**src/rtl/z80_int_ctrl_if.sv**
```systemverilog
// z80_int_ctrl_if
// Bundles the handshake and bus signals that pass between the vz80core
// sequencer and the interrupt controller.
//   master : the sequencer side. It drives instruction-retire qualifiers,
//            the NMI/INT requests and svc_ack, and it reads back
//            iff1/iff2/im and take_nmi/take_int.
//   slave  : the interrupt controller side (z80_int_ctrl).
// Signals:
//   insn_done, insn_ei, insn_di, insn_retn, insn_im : retire pulse and qualifiers
//   im_sel[1:0]                                     : mode operand of IM n
//   nmi, int_req                                    : interrupt requests
//   svc_ack                                         : sequencer began acceptance
//   iff1, iff2, im[1:0]                             : architectural interrupt state
//   take_nmi, take_int                              : accepted-interrupt indicators
interface z80_int_ctrl_if;
   logic       insn_done;
   logic       insn_ei;
   logic       insn_di;
   logic       insn_retn;
   logic       insn_im;
   logic [1:0] im_sel;
   logic       nmi;
   logic       int_req;
   logic       svc_ack;
   logic       iff1;
   logic       iff2;
   logic [1:0] im;
   logic       take_nmi;
   logic       take_int;

   modport master (
      output insn_done, insn_ei, insn_di, insn_retn, insn_im, im_sel,
      output nmi, int_req, svc_ack,
      input  iff1, iff2, im, take_nmi, take_int
   );

   modport slave (
      input  insn_done, insn_ei, insn_di, insn_retn, insn_im, im_sel,
      input  nmi, int_req, svc_ack,
      output iff1, iff2, im, take_nmi, take_int
   );
endinterface

```
**src/rtl/z80_int_ctrl.sv**
```systemverilog
// z80_int_ctrl
// Owns IFF1/IFF2 and the interrupt mode for vz80core. It applies
// EI/DI/RETN/IM at instruction boundaries, edge-detects NMI, arbitrates
// NMI over maskable INT, and holds take_nmi/take_int until the sequencer
// acknowledges with svc_ack.
// Ports:
//   clk   : system clock, rising edge
//   reset : asynchronous, active-high reset
//   bus   : z80_int_ctrl_if.slave (retire qualifiers, requests, svc_ack in;
//           iff1/iff2/im and take_nmi/take_int out)
module z80_int_ctrl (
   input  logic          clk,
   input  logic          reset,
   z80_int_ctrl_if.slave bus
);

   typedef enum logic [1:0] {IDLE, SVC_NMI, SVC_INT} state_t;

   state_t     state_q;
   logic       iff1_q, iff2_q;
   logic [1:0] im_q;
   logic       nmi_prev_q, nmi_pend_q, ei_shadow_q;
   logic       take_nmi_q, take_int_q;

   logic       iff1_d, iff2_d, ei_shadow_d;
   logic [1:0] im_d;
   logic       nmiEdge, atBoundary, acceptNmi, acceptInt;

   // Post-instruction-effect values at a boundary. Effects apply in a fixed
   // order, so a later qualifier overrides an earlier one. The shadow is
   // cleared by the instruction that follows EI before acceptance is
   // evaluated. INT can therefore land after that instruction but never at
   // the EI boundary itself.
   always_comb begin
      iff1_d      = iff1_q;
      iff2_d      = iff2_q;
      im_d        = im_q;
      ei_shadow_d = ei_shadow_q;
      if (bus.insn_ei) begin
         iff1_d      = 1'b1;
         iff2_d      = 1'b1;
         ei_shadow_d = 1'b1;
      end
      if (bus.insn_di) begin
         iff1_d      = 1'b0;
         iff2_d      = 1'b0;
         ei_shadow_d = 1'b0;
      end
      if (bus.insn_retn) begin
         iff1_d = iff2_d;
      end
      if (bus.insn_im) begin
         im_d = (bus.im_sel == 2'd3) ? 2'd0 : bus.im_sel;
      end
      if (!bus.insn_ei) begin
         ei_shadow_d = 1'b0;
      end
   end

   // Acceptance decisions. NMI uses the pending flag registered before this
   // cycle, so an edge that coincides with insn_done waits for the next
   // boundary.
   always_comb begin
      nmiEdge    = bus.nmi && !nmi_prev_q;
      atBoundary = (state_q == IDLE) && bus.insn_done;
      acceptNmi  = atBoundary && nmi_pend_q;
      acceptInt  = atBoundary && !nmi_pend_q && bus.int_req && iff1_d &&
                   !ei_shadow_d && !bus.insn_ei && !bus.insn_di;
   end

   // Main FSM. The pending NMI is tracked in every state. Boundary effects
   // and acceptance are applied only in IDLE. An accepted interrupt is held
   // until svc_ack arrives.
   always_ff @(posedge clk or posedge reset) begin
      if (reset) begin
         state_q     <= IDLE;
         iff1_q      <= 1'b0;
         iff2_q      <= 1'b0;
         im_q        <= 2'd0;
         nmi_prev_q  <= 1'b0;
         nmi_pend_q  <= 1'b0;
         ei_shadow_q <= 1'b0;
         take_nmi_q  <= 1'b0;
         take_int_q  <= 1'b0;
      end else begin
         nmi_prev_q <= bus.nmi;
         if (acceptNmi) begin
            nmi_pend_q <= nmiEdge;
         end else if (nmiEdge) begin
            nmi_pend_q <= 1'b1;
         end
         case (state_q)
            IDLE: begin
               if (bus.insn_done) begin
                  im_q        <= im_d;
                  ei_shadow_q <= ei_shadow_d;
                  if (acceptNmi) begin
                     iff1_q     <= 1'b0;
                     iff2_q     <= iff1_d;
                     take_nmi_q <= 1'b1;
                     state_q    <= SVC_NMI;
                  end else if (acceptInt) begin
                     iff1_q     <= 1'b0;
                     iff2_q     <= 1'b0;
                     take_int_q <= 1'b1;
                     state_q    <= SVC_INT;
                  end else begin
                     iff1_q <= iff1_d;
                     iff2_q <= iff2_d;
                  end
               end
            end
            SVC_NMI, SVC_INT: begin
               if (bus.svc_ack) begin
                  take_nmi_q <= 1'b0;
                  take_int_q <= 1'b0;
                  state_q    <= IDLE;
               end
            end
            default: begin
               take_nmi_q <= 1'b0;
               take_int_q <= 1'b0;
               state_q    <= IDLE;
            end
         endcase
      end
   end

   assign bus.iff1     = iff1_q;
   assign bus.iff2     = iff2_q;
   assign bus.im       = im_q;
   assign bus.take_nmi = take_nmi_q;
   assign bus.take_int = take_int_q;

endmodule

```
**src/flat_wrapper.sv**
```systemverilog
// flat-port wrapper written by rule: the top's interface ports become plain ports
module z80_int_ctrl_flat 
  (clk, reset, bus_insn_done, bus_insn_ei, bus_insn_di, bus_insn_retn, bus_insn_im, bus_im_sel, bus_nmi, bus_int_req, bus_svc_ack, bus_iff1, bus_iff2, bus_im, bus_take_nmi, bus_take_int);
  z80_int_ctrl_if bus_i ();
  input  logic clk;
  input  logic reset;
  input wire logic [$bits(bus_i.insn_done)-1:0] bus_insn_done;
  input wire logic [$bits(bus_i.insn_ei)-1:0] bus_insn_ei;
  input wire logic [$bits(bus_i.insn_di)-1:0] bus_insn_di;
  input wire logic [$bits(bus_i.insn_retn)-1:0] bus_insn_retn;
  input wire logic [$bits(bus_i.insn_im)-1:0] bus_insn_im;
  input wire logic [$bits(bus_i.im_sel)-1:0] bus_im_sel;
  input wire logic [$bits(bus_i.nmi)-1:0] bus_nmi;
  input wire logic [$bits(bus_i.int_req)-1:0] bus_int_req;
  input wire logic [$bits(bus_i.svc_ack)-1:0] bus_svc_ack;
  output wire logic [$bits(bus_i.iff1)-1:0] bus_iff1;
  output wire logic [$bits(bus_i.iff2)-1:0] bus_iff2;
  output wire logic [$bits(bus_i.im)-1:0] bus_im;
  output wire logic [$bits(bus_i.take_nmi)-1:0] bus_take_nmi;
  output wire logic [$bits(bus_i.take_int)-1:0] bus_take_int;
  assign bus_i.insn_done = bus_insn_done;
  assign bus_i.insn_ei = bus_insn_ei;
  assign bus_i.insn_di = bus_insn_di;
  assign bus_i.insn_retn = bus_insn_retn;
  assign bus_i.insn_im = bus_insn_im;
  assign bus_i.im_sel = bus_im_sel;
  assign bus_i.nmi = bus_nmi;
  assign bus_i.int_req = bus_int_req;
  assign bus_i.svc_ack = bus_svc_ack;
  assign bus_iff1 = bus_i.iff1;
  assign bus_iff2 = bus_i.iff2;
  assign bus_im = bus_i.im;
  assign bus_take_nmi = bus_i.take_nmi;
  assign bus_take_int = bus_i.take_int;
  z80_int_ctrl u_core (.clk(clk), .reset(reset), .bus(bus_i));
endmodule
```
**config.mk**
```make
export PLATFORM = sky130hd
export DESIGN_NAME = z80_int_ctrl_flat
export DESIGN_NICKNAME = d
export VERILOG_FILES = /design/src/rtl/z80_int_ctrl_if.sv /design/src/rtl/z80_int_ctrl.sv /design/src/flat_wrapper.sv
export SDC_FILE = /design/constraint.sdc
export NUM_CORES = 1
export LEC_CHECK = 0
export ABC_AREA = 1
export BUFFER_PORTS_ARGS = -buffer_cell sky130_fd_sc_hd__buf_4
export CAP_MARGIN = 10
export CELL_PAD_IN_SITES_DETAIL_PLACEMENT = 0
export CELL_PAD_IN_SITES_GLOBAL_PLACEMENT = 1
export CORE_MARGIN = 2
export CORE_UTILIZATION = 36
export CTS_CLUSTER_SIZE = 14
export DETAILED_ROUTE_END_ITERATION = 6
export GPL_TIMING_DRIVEN = 0
export PLACE_DENSITY = 0.86
export SETUP_SLACK_MARGIN = 0.4
export SKIP_LAST_GASP = 1
export SYNTH_ARGS = -nofsm -noshare
export SYNTH_HDL_FRONTEND = slang
export SYNTH_SLANG_ARGS = --single-unit
export TNS_END_PERCENT = 1
```
**constraint.sdc**
```tcl
create_clock -name clk -period 3.09 [get_ports clk]
set_input_delay 0.4635 -clock clk [delete_from_list [all_inputs] [get_ports clk]]
set_output_delay 0.4635 -clock clk [all_outputs]
set_load 0.005 [all_outputs]
```
== After elaboration in Yosys (flattened, before gate mapping) ==
Cells that the tools add are included.

* Flip-flop bits (word level): 10
* Word-level logic and storage cells: 66

* Eq/ne operators: 9
* Muxes and demuxes: 27
* Reduce and logical (&&, ||, !) cells: 22

{| class="wikitable"
|+ Operators by type and width
! kind !! number
|-
| two-way mux 1 bit || 19
|-
| two-way mux 2 bit || 5
|-
| logical AND 1 bit || 9
|-
| AND reduction 3 bit || 3
|-
| != test 2 bit (second input constant) || 3
|-
| zero test 1 bit || 5
|-
| equality test 2 bit (second input constant) || 2
|-
| != test 2 x 1 -> 1 bit (second input constant) || 2
|-
| case mux 1 bit (2 select lines) || 2
|-
| case mux 2 bit (2 select lines) || 1
|-
| AND reduction 4 bit || 1
|-
| != test 3 x 1 -> 1 bit (second input constant) || 1
|-
| equality test 2 x 1 -> 1 bit (second input constant) || 1
|-
| zero test 2 bit || 1
|-
| AND reduction 2 bit || 1
|-
| nonzero test 2 bit || 1
|-
| OR reduction 2 bit || 1
|}

== Logic depth before layout (Yosys ltp) ==
* Depth after elaboration: 12
* Gate-level depth with buffers: 8
* Gate-level depth less buffers: 8

== Worst setup path before layout ==
No wires, ideal clock.

* Path kind: reg2reg
* From: register u_core.state_q[0]
* To: register u_core.state_q[0]
* Setup time: 0.121 ns
* Arrival: 1.147 ns
* Data required time: 2.969 ns
* Setup slack: 1.822 ns
* Stages on the path, launching flop included: 9
* Clock period less this slack: 1.268 ns
* Cell sequence: dfrtp_1 inv_1 ha_1 inv_2 nor2_1 nor2_1 inv_1 nand3_2 nand2_2

* Word-level cells in the longest chain between the ends: 10
* Elaborated cells between the ends (all ways): 19
* Those cells by class: eq/ne: 5; mux: 3; reduce/logical: 11

{| class="wikitable"
|+ Ends and longest elaborated chain
! item !! line !! source
|-
| start, declared || z80_int_ctrl.sv:19 || <nowiki>state_t state_q;</nowiki>
|-
| start signal, assigned || z80_int_ctrl.sv:76 || <nowiki>state_q <= IDLE;</nowiki>
|-
| start signal, assigned || z80_int_ctrl.sv:101 || <nowiki>state_q <= SVC_NMI;</nowiki>
|-
| start signal, assigned || z80_int_ctrl.sv:106 || <nowiki>state_q <= SVC_INT;</nowiki>
|-
| zero test 2 bit || z80_int_ctrl.sv:65, z80_int_ctrl.sv:92 ||
|-
| logical AND 1 bit || z80_int_ctrl.sv:65 || <nowiki>atBoundary = (state_q == IDLE) && bus.insn_done;</nowiki>
|-
| logical AND 1 bit (4 in a row) || z80_int_ctrl.sv:67 || <nowiki>acceptInt = atBoundary && !nmi_pend_q && bus.int_req && iff1_d &&</nowiki>
|-
| logical AND 1 bit (2 in a row) || z80_int_ctrl.sv:68 || <nowiki>!ei_shadow_d && !bus.insn_ei && !bus.insn_di;</nowiki>
|-
| != test 3 x 1 -> 1 bit (no source line) || - ||
|-
| AND reduction 3 bit (no source line) || - ||
|}

Several ways; a longest one is shown, not always the timed one. The select of a mux whose other input is x is not followed.
A chain may end at the register's enable or synchronous reset.

== Worst setup path in the final report ==
Ends and elaborated chain as after synthesis.

==> metrics <==
status complete, no violations; global-route wire length before repair 1.70 mm; initial core utilization 39.8%; finished layout cell area 699 um2; Final Hold Viols 0; Die Wd 42.4 um; main combinational cell family by area after synthesis simple AND/OR/NAND/NOR gates; nature of the critical path endpoint flip-flop; ANT nets after route 0; Final Total Pwr 452 uW; hold buffer count at cts 0; CTS H-tree lvls 1; pre-CTS WS 1720 ps; commonest non-fill, non-tap cell in the layout buf_4; Synth Area in XOR/XNOR 0%; CTS root buf clkbuf_4; register area share after synthesis 47.2%; DRC Markers 0; commonest non-fill, non-tap cells in the layout buf_4, inv_1, dfrtp_1; Arr. time, crit path 1520 ps; Setup CP Type reg2reg; Antenna Cells 0; initial DRC count 1; Post-CTS Setup Inserts 0; Leakage 0.000373 uW; Max Freq 727 MHz; syn_nets 77; area occupied by multi-input gates 220 um2; RSZ-0062 raised after global routing false; Final period util 44.5%; total grt overflow 0; synthesized cell area 531 um2; Seq cells post-synth 10; CP max FO 4; die height 42.4 um; Synth Instances 64; Pre-antenna DRT Iters 2; clk slew on worst S/H paths 60 ps; mean routed wirelength per cell 9.04 um; mux share of post-synthesis cell area 2.83%; Max Slew Vio Count 0; largest net degree at the start of global routing 11; gpl congestion 0.724; area delta synth->final 31.8%; WP data required 3230 ps; Max VDD drop 0.000339 V; Clock Latency Late Sink 250 ps; final WL 895 um; final core occ 52.4%; die footprint 1800 um2; CTS tree done; post-synthesis adder-cell area fraction 2.36%; # port buffers 17; total core area 1330 um2; CTS max path bufs 2; hpwl dp 754 um; library cells used by synthesis 17; setup ws final 1710 ps; final setup TNS 0 ps; nets 99; IO Count 18; power per cell area 646 nW/um2; minimum clock period 1380 ps; Max-cap violations 0; crit path launch type flip-flop; Num CTS Buffers 3; Rel. slew slack 76.3%; vias in the first global route 402; # rows 13; CTS sink count 10; post-CTS sizing 0; Layout Skew 1.50 ps; post-placement cell area 677 um2; synthesized area per cell 8.29 um2; worst hold path type in2async; GRT Overall Usage 12.7%; area fraction in compound gates after synthesis 9.20%; Worst-Margin Slew 355 ps; via/cell ratio 4.42; Fillers 132; vias 438; fraction of layout cells with a size suffix above 1 39.3%; FF/Latch Area 250 um2; initial antenna violation count 0; Final setup viols 0; Simple-Gate Fraction of Synth Area 27.1%; Ys Warns 0
==> cells in the mapped netlist (all sizes together) <==
| master | number | area share, % |
|---|---|---|
| a21oi | 1 | 1.7 |
| dfrtp | 10 | 47 |
| ha | 1 | 2.4 |
| inv | 16 | 11 |
| mux2 | 1 | 2.8 |
| nand2 | 11 | 8.7 |
| nand3 | 9 | 10 |
| nor2 | 8 | 8.0 |
| o21ai | 6 | 6.4 |
| o22ai | 1 | 1.2 |
==> sequential cells by signal, summed over array words and instances (netlist names) <==
name / count
u_core.bus.iff2: 1
u_core.bus.iff1: 1
u_core.bus.im: 2
u_core.state_q: 2
u_core.bus.take_int: 1
u_core.nmi_prev_q: 1
u_core.bus.take_nmi: 1
u_core.nmi_pend_q: 1
==> power breakdown <==
group	internal, uW	switching (uW)	leakage, uW	total [uW]
clock network	44.5	36.7	0.0000138	81.2
logic	88.0	95.9	0.000230	184
registers	167	20.4	0.000129	187
total	299	153	0.000373	452
==> cell families (layout without fill, tap and decap cells) <==
kind of cell,after synthesis,after routing
compound gates,8,8
fa+ha+maj,1,1
buf+inv,16,36
flops,10,10
mux,1,1
simple gates,28,28
==> path summary, 6_finish.rpt <==
path / cells after the start / to / slack [ps] / startpoint
max in group asynchronous: 2 / u_core.nmi_prev_q$_DFF_PP0_ / 2660 / reset
max reg2reg: 8 / u_core.state_q[0]$_DFFE_PP0P_ / 1710 / u_core.state_q[0]$_DFFE_PP0P_
min: 2 / u_core.bus.im[0]$_DFFE_PP0P_ / 180 / reset
min reg2reg: 1 / u_core.nmi_pend_q$_DFFE_PP0P_ / 450 / u_core.nmi_prev_q$_DFF_PP0_
min in group clk: 1 / u_core.nmi_prev_q$_DFF_PP0_ / 330 / bus_nmi
max: 8 / u_core.state_q[0]$_DFFE_PP0P_ / 1710 / u_core.state_q[0]$_DFFE_PP0P_
==> critical path, cell delays in order (launching register included) <==
cell	delay, ps
dfrtp_1	360
inv_1	50
ha_1	290
inv_2	70
nor2_1	50
nor2_1	240
inv_1	90
nand3_2	80
nand2_2	40
==> final cells by class <==
class	count	share of cell area, %
timing repair buffer	17	18.2
multi-input combinational	38	31.5
tap	15	2.68
inverter	16	8.59
clock buffer	3	3.22
sequential	10	35.8
==> routing by layer <==
metal / track usage (%) / part of all wire [%] / up-vias / routed length, um
li1: - / - / 242 / -
met1: 18.4 / 50 / 184 / 444
met2: 16.3 / 43 / 10 / 384
met3: 3.88 / 6.0 / 2 / 54
met4: 7.50 / 1.3 / 0 / 12
met5: 0 / 0 / - / 0
==> stage by stage <==
step,cells,hold slack (ps)
floorplan,64,304
global placement,96,421
detailed placement,96,439
CTS,99,176
global route,99,198
finish,99,176
Power figures use the tool's default switching activity.
